$ cat config.mk
export PLATFORM = sky130hd
export DESIGN_NAME = keypad_scanner_flat
export DESIGN_NICKNAME = d
export VERILOG_FILES = /design/src/rtl/keypad_pkg.sv /design/src/rtl/keypad_scanner_if.sv /design/src/rtl/keypad_sync.sv /design/src/rtl/keypad_scanner.sv /design/src/flat_wrapper.sv
export SDC_FILE = /design/constraint.sdc
export NUM_CORES = 1
export LEC_CHECK = 0
export ABC_AREA = 0
export ABC_CLOCK_PERIOD_IN_PS = 5390
export BUFFER_PORTS_ARGS = -buffer_cell sky130_fd_sc_hd__buf_2
export CORE_ASPECT_RATIO = 1.5
export CORE_MARGIN = 1
export CORE_UTILIZATION = 64
export DETAILED_ROUTE_END_ITERATION = 12
export PLACE_DENSITY = 0.84
export SLEW_MARGIN = 5
export SYNTH_ARGS = -nofsm -noshare
export SYNTH_HDL_FRONTEND = slang
export SYNTH_HIERARCHICAL = 1
export SYNTH_SLANG_ARGS = --single-unit
$ cat constraint.sdc
create_clock -name hwclk -period 5.39 [get_ports hwclk]
set_input_delay 0 -clock hwclk [delete_from_list [all_inputs] [get_ports hwclk]]
set_output_delay 0 -clock hwclk [all_outputs]
set_load 0.1 [all_outputs]
$ cat src/rtl/keypad_pkg.sv
// rtl/keypad_pkg.sv - shared keypad constants, key-code map and FSM states
package keypad_pkg;

  localparam int NUM_ROWS = 4;
  localparam int NUM_COLS = 4;

  localparam logic [3:0] KEY_A    = 4'd10;
  localparam logic [3:0] KEY_B    = 4'd11;
  localparam logic [3:0] KEY_C    = 4'd12;
  localparam logic [3:0] KEY_D    = 4'd13;
  localparam logic [3:0] KEY_STAR = 4'd14;
  localparam logic [3:0] KEY_HASH = 4'd15;

  typedef enum logic [1:0] {IDLE, PRESS_WAIT, PRESSED, RELEASE_WAIT} kp_state_e;

  // Physical [row][col] position to key code.
  function automatic logic [3:0] key_code(input logic [1:0] r, input logic [1:0] c);
    logic [3:0] code;
    case ({r, c})
      4'h0: code = 4'd1;
      4'h1: code = 4'd2;
      4'h2: code = 4'd3;
      4'h3: code = KEY_A;
      4'h4: code = 4'd4;
      4'h5: code = 4'd5;
      4'h6: code = 4'd6;
      4'h7: code = KEY_B;
      4'h8: code = 4'd7;
      4'h9: code = 4'd8;
      4'hA: code = 4'd9;
      4'hB: code = KEY_C;
      4'hC: code = KEY_STAR;
      4'hD: code = 4'd0;
      4'hE: code = KEY_HASH;
      default: code = KEY_D;
    endcase
    return code;
  endfunction

endpackage

$ cat src/rtl/keypad_scanner_if.sv
// rtl/keypad_scanner_if.sv - keypad pins and debounced key outputs
interface keypad_scanner_if;
  logic [3:0] row;
  logic [3:0] col;
  logic [7:0] key;
  logic       button_pressed;

  modport master (output row, output key, output button_pressed, input col);
  modport slave  (input row, input key, input button_pressed, output col);
endinterface

$ cat src/rtl/keypad_sync.sv
// rtl/keypad_sync.sv - 2-flop 4-bit synchronizer, resets to all ones
module keypad_sync (
  input  logic       hwclk,
  input  logic       reset_n,
  input  logic [3:0] d,
  output logic [3:0] q
);

  logic [3:0] meta;

  // Two-stage capture of the asynchronous column lines; idle (pulled-up) value on reset.
  always_ff @(posedge hwclk or negedge reset_n) begin
    if (!reset_n) begin
      meta <= '1;
      q    <= '1;
    end else begin
      meta <= d;
      q    <= meta;
    end
  end

endmodule

$ cat src/rtl/keypad_scanner.sv
// rtl/keypad_scanner.sv - 4x4 keypad row scan, frame candidate and debounce FSM
module keypad_scanner
  import keypad_pkg::*;
#(
  parameter int SCAN_DIV        = 12000,
  parameter int DEBOUNCE_FRAMES = 5
) (
  input  logic              hwclk,
  input  logic              reset_n,
  keypad_scanner_if.master  kp
);

  localparam int DW = (SCAN_DIV > 1) ? $clog2(SCAN_DIV) : 1;
  localparam int CW = $clog2(DEBOUNCE_FRAMES + 1);
  localparam logic [DW-1:0] DWELL_LAST = DW'(SCAN_DIV - 1);
  localparam logic [CW-1:0] CNT_TARGET = CW'(DEBOUNCE_FRAMES);
  localparam logic [CW-1:0] CNT_ONE    = CW'(1);
  localparam logic [CW-1:0] CNT_MAX    = '1;

  logic [3:0]    col_sync;
  logic [DW-1:0] dwell_cnt;
  logic [1:0]    row_idx;
  logic [3:0]    row_q;
  logic          acc_valid;
  logic [3:0]    acc_code;
  logic          samp_valid;
  logic [3:0]    samp_code;
  logic          sample_now, frame_end;
  logic          cand_valid;
  logic [3:0]    cand_code;
  kp_state_e     state, state_n;
  logic [CW-1:0] cnt, cnt_n, cnt_inc;
  logic [3:0]    latch_code, latch_n;
  logic [3:0]    key_q, key_n;
  logic          bp_q, bp_n;

  keypad_sync u_sync (
    .hwclk   (hwclk),
    .reset_n (reset_n),
    .d       (kp.col),
    .q       (col_sync)
  );

  assign sample_now = (dwell_cnt == DWELL_LAST);
  assign frame_end  = sample_now && (row_idx == 2'(NUM_ROWS - 1));
  // Earlier rows in the frame win; the current row only counts if none did.
  assign cand_valid = acc_valid | samp_valid;
  assign cand_code  = acc_valid ? acc_code : samp_code;
  assign cnt_inc    = (cnt == CNT_MAX) ? cnt : cnt + CNT_ONE;

  assign kp.row            = row_q;
  assign kp.key            = {4'b0000, key_q};
  assign kp.button_pressed = bp_q;

  // Lowest active column of the currently driven row.
  always_comb begin
    samp_valid = 1'b0;
    samp_code  = 4'd0;
    for (int c = NUM_COLS - 1; c >= 0; c--) begin
      if (!col_sync[c]) begin
        samp_valid = 1'b1;
        samp_code  = key_code(row_idx, 2'(c));
      end
    end
  end

  // Free-running row scan and per-frame accumulation of the first active key.
  always_ff @(posedge hwclk or negedge reset_n) begin
    if (!reset_n) begin
      dwell_cnt <= '0;
      row_idx   <= 2'd0;
      row_q     <= 4'b1110;
      acc_valid <= 1'b0;
      acc_code  <= 4'd0;
    end else if (sample_now) begin
      dwell_cnt <= '0;
      row_idx   <= row_idx + 2'd1;
      row_q     <= {row_q[2:0], row_q[3]};
      if (row_idx == 2'd0 || !acc_valid) begin
        acc_valid <= samp_valid;
        acc_code  <= samp_code;
      end
    end else begin
      dwell_cnt <= dwell_cnt + DW'(1);
    end
  end

  // Debounce state register and registered key outputs.
  always_ff @(posedge hwclk or negedge reset_n) begin
    if (!reset_n) begin
      state      <= IDLE;
      cnt        <= '0;
      latch_code <= 4'd0;
      key_q      <= 4'd0;
      bp_q       <= 1'b0;
    end else begin
      state      <= state_n;
      cnt        <= cnt_n;
      latch_code <= latch_n;
      key_q      <= key_n;
      bp_q       <= bp_n;
    end
  end

  // Debounce next-state logic, evaluated once per frame end.
  always_comb begin
    state_n = state;
    cnt_n   = cnt;
    latch_n = latch_code;
    key_n   = key_q;
    bp_n    = bp_q;
    if (frame_end) begin
      case (state)
        IDLE: begin
          if (cand_valid) begin
            latch_n = cand_code;
            if (CNT_ONE >= CNT_TARGET) begin
              state_n = PRESSED;
              cnt_n   = '0;
              key_n   = cand_code;
              bp_n    = 1'b1;
            end else begin
              state_n = PRESS_WAIT;
              cnt_n   = CNT_ONE;
            end
          end
        end
        PRESS_WAIT: begin
          if (!cand_valid) begin
            state_n = IDLE;
            cnt_n   = '0;
          end else if (cand_code != latch_code) begin
            cnt_n   = CNT_ONE;
            latch_n = cand_code;
          end else if (cnt_inc >= CNT_TARGET) begin
            state_n = PRESSED;
            cnt_n   = '0;
            key_n   = latch_code;
            bp_n    = 1'b1;
          end else begin
            cnt_n = cnt_inc;
          end
        end
        PRESSED: begin
          if (!cand_valid) begin
            if (CNT_ONE >= CNT_TARGET) begin
              state_n = IDLE;
              bp_n    = 1'b0;
            end else begin
              state_n = RELEASE_WAIT;
              cnt_n   = CNT_ONE;
            end
          end
        end
        RELEASE_WAIT: begin
          if (cand_valid) begin
            state_n = PRESSED;
            cnt_n   = '0;
          end else if (cnt_inc >= CNT_TARGET) begin
            state_n = IDLE;
            cnt_n   = '0;
            bp_n    = 1'b0;
          end else begin
            cnt_n = cnt_inc;
          end
        end
        default: begin
          state_n = IDLE;
          cnt_n   = '0;
        end
      endcase
    end
  end

endmodule

$ cat src/flat_wrapper.sv
// flat-port wrapper written by rule: the top's interface ports become plain ports
module keypad_scanner_flat import keypad_pkg::*;
#(
  parameter int SCAN_DIV        = 12000,
  parameter int DEBOUNCE_FRAMES = 5
)
  (hwclk, reset_n, kp_row, kp_key, kp_button_pressed, kp_col);
  keypad_scanner_if kp_i ();
  input  logic hwclk;
  input  logic reset_n;
  output wire logic [$bits(kp_i.row)-1:0] kp_row;
  output wire logic [$bits(kp_i.key)-1:0] kp_key;
  output wire logic [$bits(kp_i.button_pressed)-1:0] kp_button_pressed;
  input wire logic [$bits(kp_i.col)-1:0] kp_col;
  assign kp_row = kp_i.row;
  assign kp_key = kp_i.key;
  assign kp_button_pressed = kp_i.button_pressed;
  assign kp_i.col = kp_col;
  keypad_scanner #(.SCAN_DIV(SCAN_DIV), .DEBOUNCE_FRAMES(DEBOUNCE_FRAMES)) u_core (.hwclk(hwclk), .reset_n(reset_n), .kp(kp_i));
endmodule
==> impl_metrics.env <==
export IMPL_gr_total_overflow=0
export IMPL_n_antenna_cell=0
export IMPL_top_layer_used="met4"
export IMPL_placed_cells_incl_taps=297
export IMPL_path_delay_family="simple AND/OR/NAND/NOR gates"
export IMPL_ys_types=56
export IMPL_pre_cts_slack_ps=2430
export IMPL_wl_met1_um=1930
export IMPL_synthTopCellsByArea="dfrtp_1, dfstp_2, ha_1"
export IMPL_post_cts_resized=0
export IMPL_synth_mux_area_share_pct=6.09
export IMPL_slew_viol_final=0
export IMPL_rr_startpoint="u_core/row_idx[0]"
export IMPL_drt_wl_total_um=4690
export IMPL_port_buffers=14
export IMPL_post_route_period_util_pct=54.8
export IMPL_setup_worst_path_start_class="flop"
export IMPL_setup_viol=0
export IMPL_ff2ff_path_depth=9
export IMPL_yosys_area_share_simple_pct=18.9
export IMPL_synth_fa_ha_area_share_pct=4.39
export IMPL_synth_seq_cells=47
export IMPL_dp_hpwl_um=3310
export IMPL_vias=1861
export IMPL_cp_startpoint="u_core/row_idx[0]"
export IMPL_finalHoldViolCount=0
export IMPL_ir_worst_vdd_mv=0.222
export IMPL_seq_area_frac_synth_pct=46.3
export IMPL_r2r_end="u_core/key_q[3]"
export IMPL_total_power_mw=0.604
export IMPL_clock_sinks=47
export IMPL_worstSkewPairLatency_ps=300
export IMPL_postCtsSetupBuffers=0
export IMPL_ant_nets=0
export IMPL_critical_path_cell_chain="inv_1 > ha_1 > mux2_4 > a211oi_2 > o31ai_4 > xnor2_1 > nor4_4 > and2_1 > mux2_1"
export IMPL_critPathCaptureType="flop"
export IMPL_crit_type="reg2reg"
export IMPL_relSlewSlack_pct=32.6
export IMPL_rsz0062_at_grt="no"
export IMPL_finalNonFillerCells=310
export IMPL_grt_use_total_pct=25.9
export IMPL_vias_per_cell=6.00
export IMPL_clk_path_buf_depth=2
export IMPL_min_path_type="in2reg"
export IMPL_dieArea_mm2=0.00427
export IMPL_fmax_mhz=339
export IMPL_htreeDepth=2
export IMPL_status="finished, final reports clean"
export IMPL_critical_path_arrival_ps=3140
export IMPL_crit_slowest_cell="nor4_4"
export IMPL_nNetsFinal=281
export IMPL_boundaryPins=19
export IMPL_grt_pass1_vias=1873
export IMPL_root_buffer="clkbuf_8"
export IMPL_syn_area_mm2=0.00257
export IMPL_cts_buffers_inserted=5
export IMPL_timing_hold_ws_ps=346
export IMPL_worst_slack_ps=2440
export IMPL_worst_path_max_fanout=8
export IMPL_start_util_pct=68.5
export IMPL_r2r_slack_ps=2440
export IMPL_cts_tree="built"
export IMPL_nFillCells=265
export IMPL_yosys_most_used_dff="dfrtp_1"
export IMPL_final_core_util_pct=73.6
export IMPL_crit_cells=9
export IMPL_final_area_mm2=0.00276
export IMPL_drtPass1Iterations=4
export IMPL_place_area_mm2=0.00263
export IMPL_required_ps=5580
export IMPL_grt_max_degree=48
export IMPL_grt_pass1_wl_um=7980
export IMPL_area_delta_synth_final_pct=7.50
export IMPL_wl_met3_um=135
export IMPL_async_flop_share_pct=100
export IMPL_drc_errors=0
export IMPL_wl_met2_um=2520
export IMPL_p_leak_nw=1.28
export IMPL_antenna_found_initial=0
export IMPL_rows=27
export IMPL_period_needed_ps=2950
export IMPL_clock_skew_ps=8.76
export IMPL_synth_warnings=6
export IMPL_drtIter0Drc=49
export IMPL_synth_top_family_by_area="simple AND/OR/NAND/NOR gates"
export IMPL_tightest_slew_ps=1010
export IMPL_yosys_cell_count_top_type="dfrtp_1"
export IMPL_p_per_area_mw_per_mm2=219
export IMPL_clkTransAtPathRegs_ps=90
export IMPL_yosys_area_top_type="dfrtp_1"
export IMPL_tns_ps=0
export IMPL_avgSynthCellArea_um2=10.3
export IMPL_path_buf_inv=1
export IMPL_synth_compound_area_share_pct=14.2
export IMPL_crit_path_end="u_core/key_q[3]"
export IMPL_synth_top_cell_area_share_pct=35.1
export IMPL_finalWeightedCongestion=0.851
export IMPL_dieHeight_um=79.6
export IMPL_die_w_um=53.7
export IMPL_routedWlPerCell_um=15.1
export IMPL_cap_violations=0
export IMPL_synth_xor_area_share_pct=5.46
export IMPL_synth_common_cells="dfrtp_1, nor2_1, nand2_1"
export IMPL_synth_edff_count=0
export IMPL_drive_gt1_share_pct=18.4
export IMPL_coreArea_mm2=0.00375
export IMPL_syn_inst=250
export IMPL_worst_path_largest_cell_delay_ps=480
[flip-flops by register name, indices dropped and copies added (netlist names), 2 cells and up, named ones only]
register,count
u_core/dwell_cnt,14
u_core/acc_code,4
u_core/key_q,4
u_core/kp.row,4
u_core/latch_code,4
u_core/u_sync/meta,4
u_core/u_sync/q,4
u_core/cnt,3
u_core/row_idx,2
[report_power, final]
part / switching, mW / leakage (nW) / internal [mW]
Clock: 0.114 / 0.0455 / 0.0910
Sequential: 0.00397 / 0.604 / 0.358
Combinational: 0.0271 / 0.632 / 0.00986
[per-layer routing]
layer / up-vias / track usage [%]
li1: 895 / -
met1: 914 / 26.7
met2: 40 / 45.7
met3: 12 / 6.48
met4: 0 / 13.7
met5: - / 0
[kinds of logic after synthesis]
family          after synthesis
mux                          14
fa+ha+maj                     9
simple gates                 89
xor+xnor                     16
other cells                   1
buf+inv                      22
compound gates               52
flops                        47
[how the worst min path moves through the flow]
stage / startpoint / end / cells after the start / slack [ps]
floorplan: reset_n / asynchronous set/reset pin / 0 / -300
global placement: kp_col[3] / u_core/u_sync/meta[3] / 1 / 100
detailed placement: kp_col[1] / u_core/u_sync/meta[1] / 1 / 110
CTS: kp_col[1] / u_core/u_sync/meta[1] / 2 / 330
global route: kp_col[3] / u_core/u_sync/meta[3] / 2 / 340
finish: kp_col[3] / u_core/u_sync/meta[3] / 2 / 350
[cell usage in the layout, fill, tap and decap left out, drive strengths merged, types with 3 or more instances in the layout]
cell type,synthesis,final
mux2,10,10
xnor2,7,7
ha,9,9
dfstp,11,11
o21ai,19,19
nor2b,3,3
nor3b,3,3
and2,4,4
nor2,25,25
nand3,6,6
mux2i,4,4
clkbuf,3,6
dfrtp,36,36
nand4,5,5
conb,1,4
a211oi,4,4
a21oi,10,10
a21o,3,3
and3,7,7
dlygate4sd3,0,5
nand2,22,22
inv,8,9
nand2b,4,4
xor2,9,9
buf,11,15
[layout make-up]
cell class	count	area [um^2]	share of cell area, %
multi-input cells	184	1270	46.2
well taps	43	53.8	1.95
flip-flops and latches	47	1190	43.1
inverters	8	30.0	1.09
clock buffers	6	72.6	2.63
repair buffers	20	128	4.62
clock inverters	2	11.3	0.408
[repair_timing]
item / in CTS / in global routing
endpoints found under the setup margin: 0 / 0
hold buffers: 5 / 0
hold endpoints to repair: 40 / 0
Note: power is estimated with default switching activity, not from simulation.
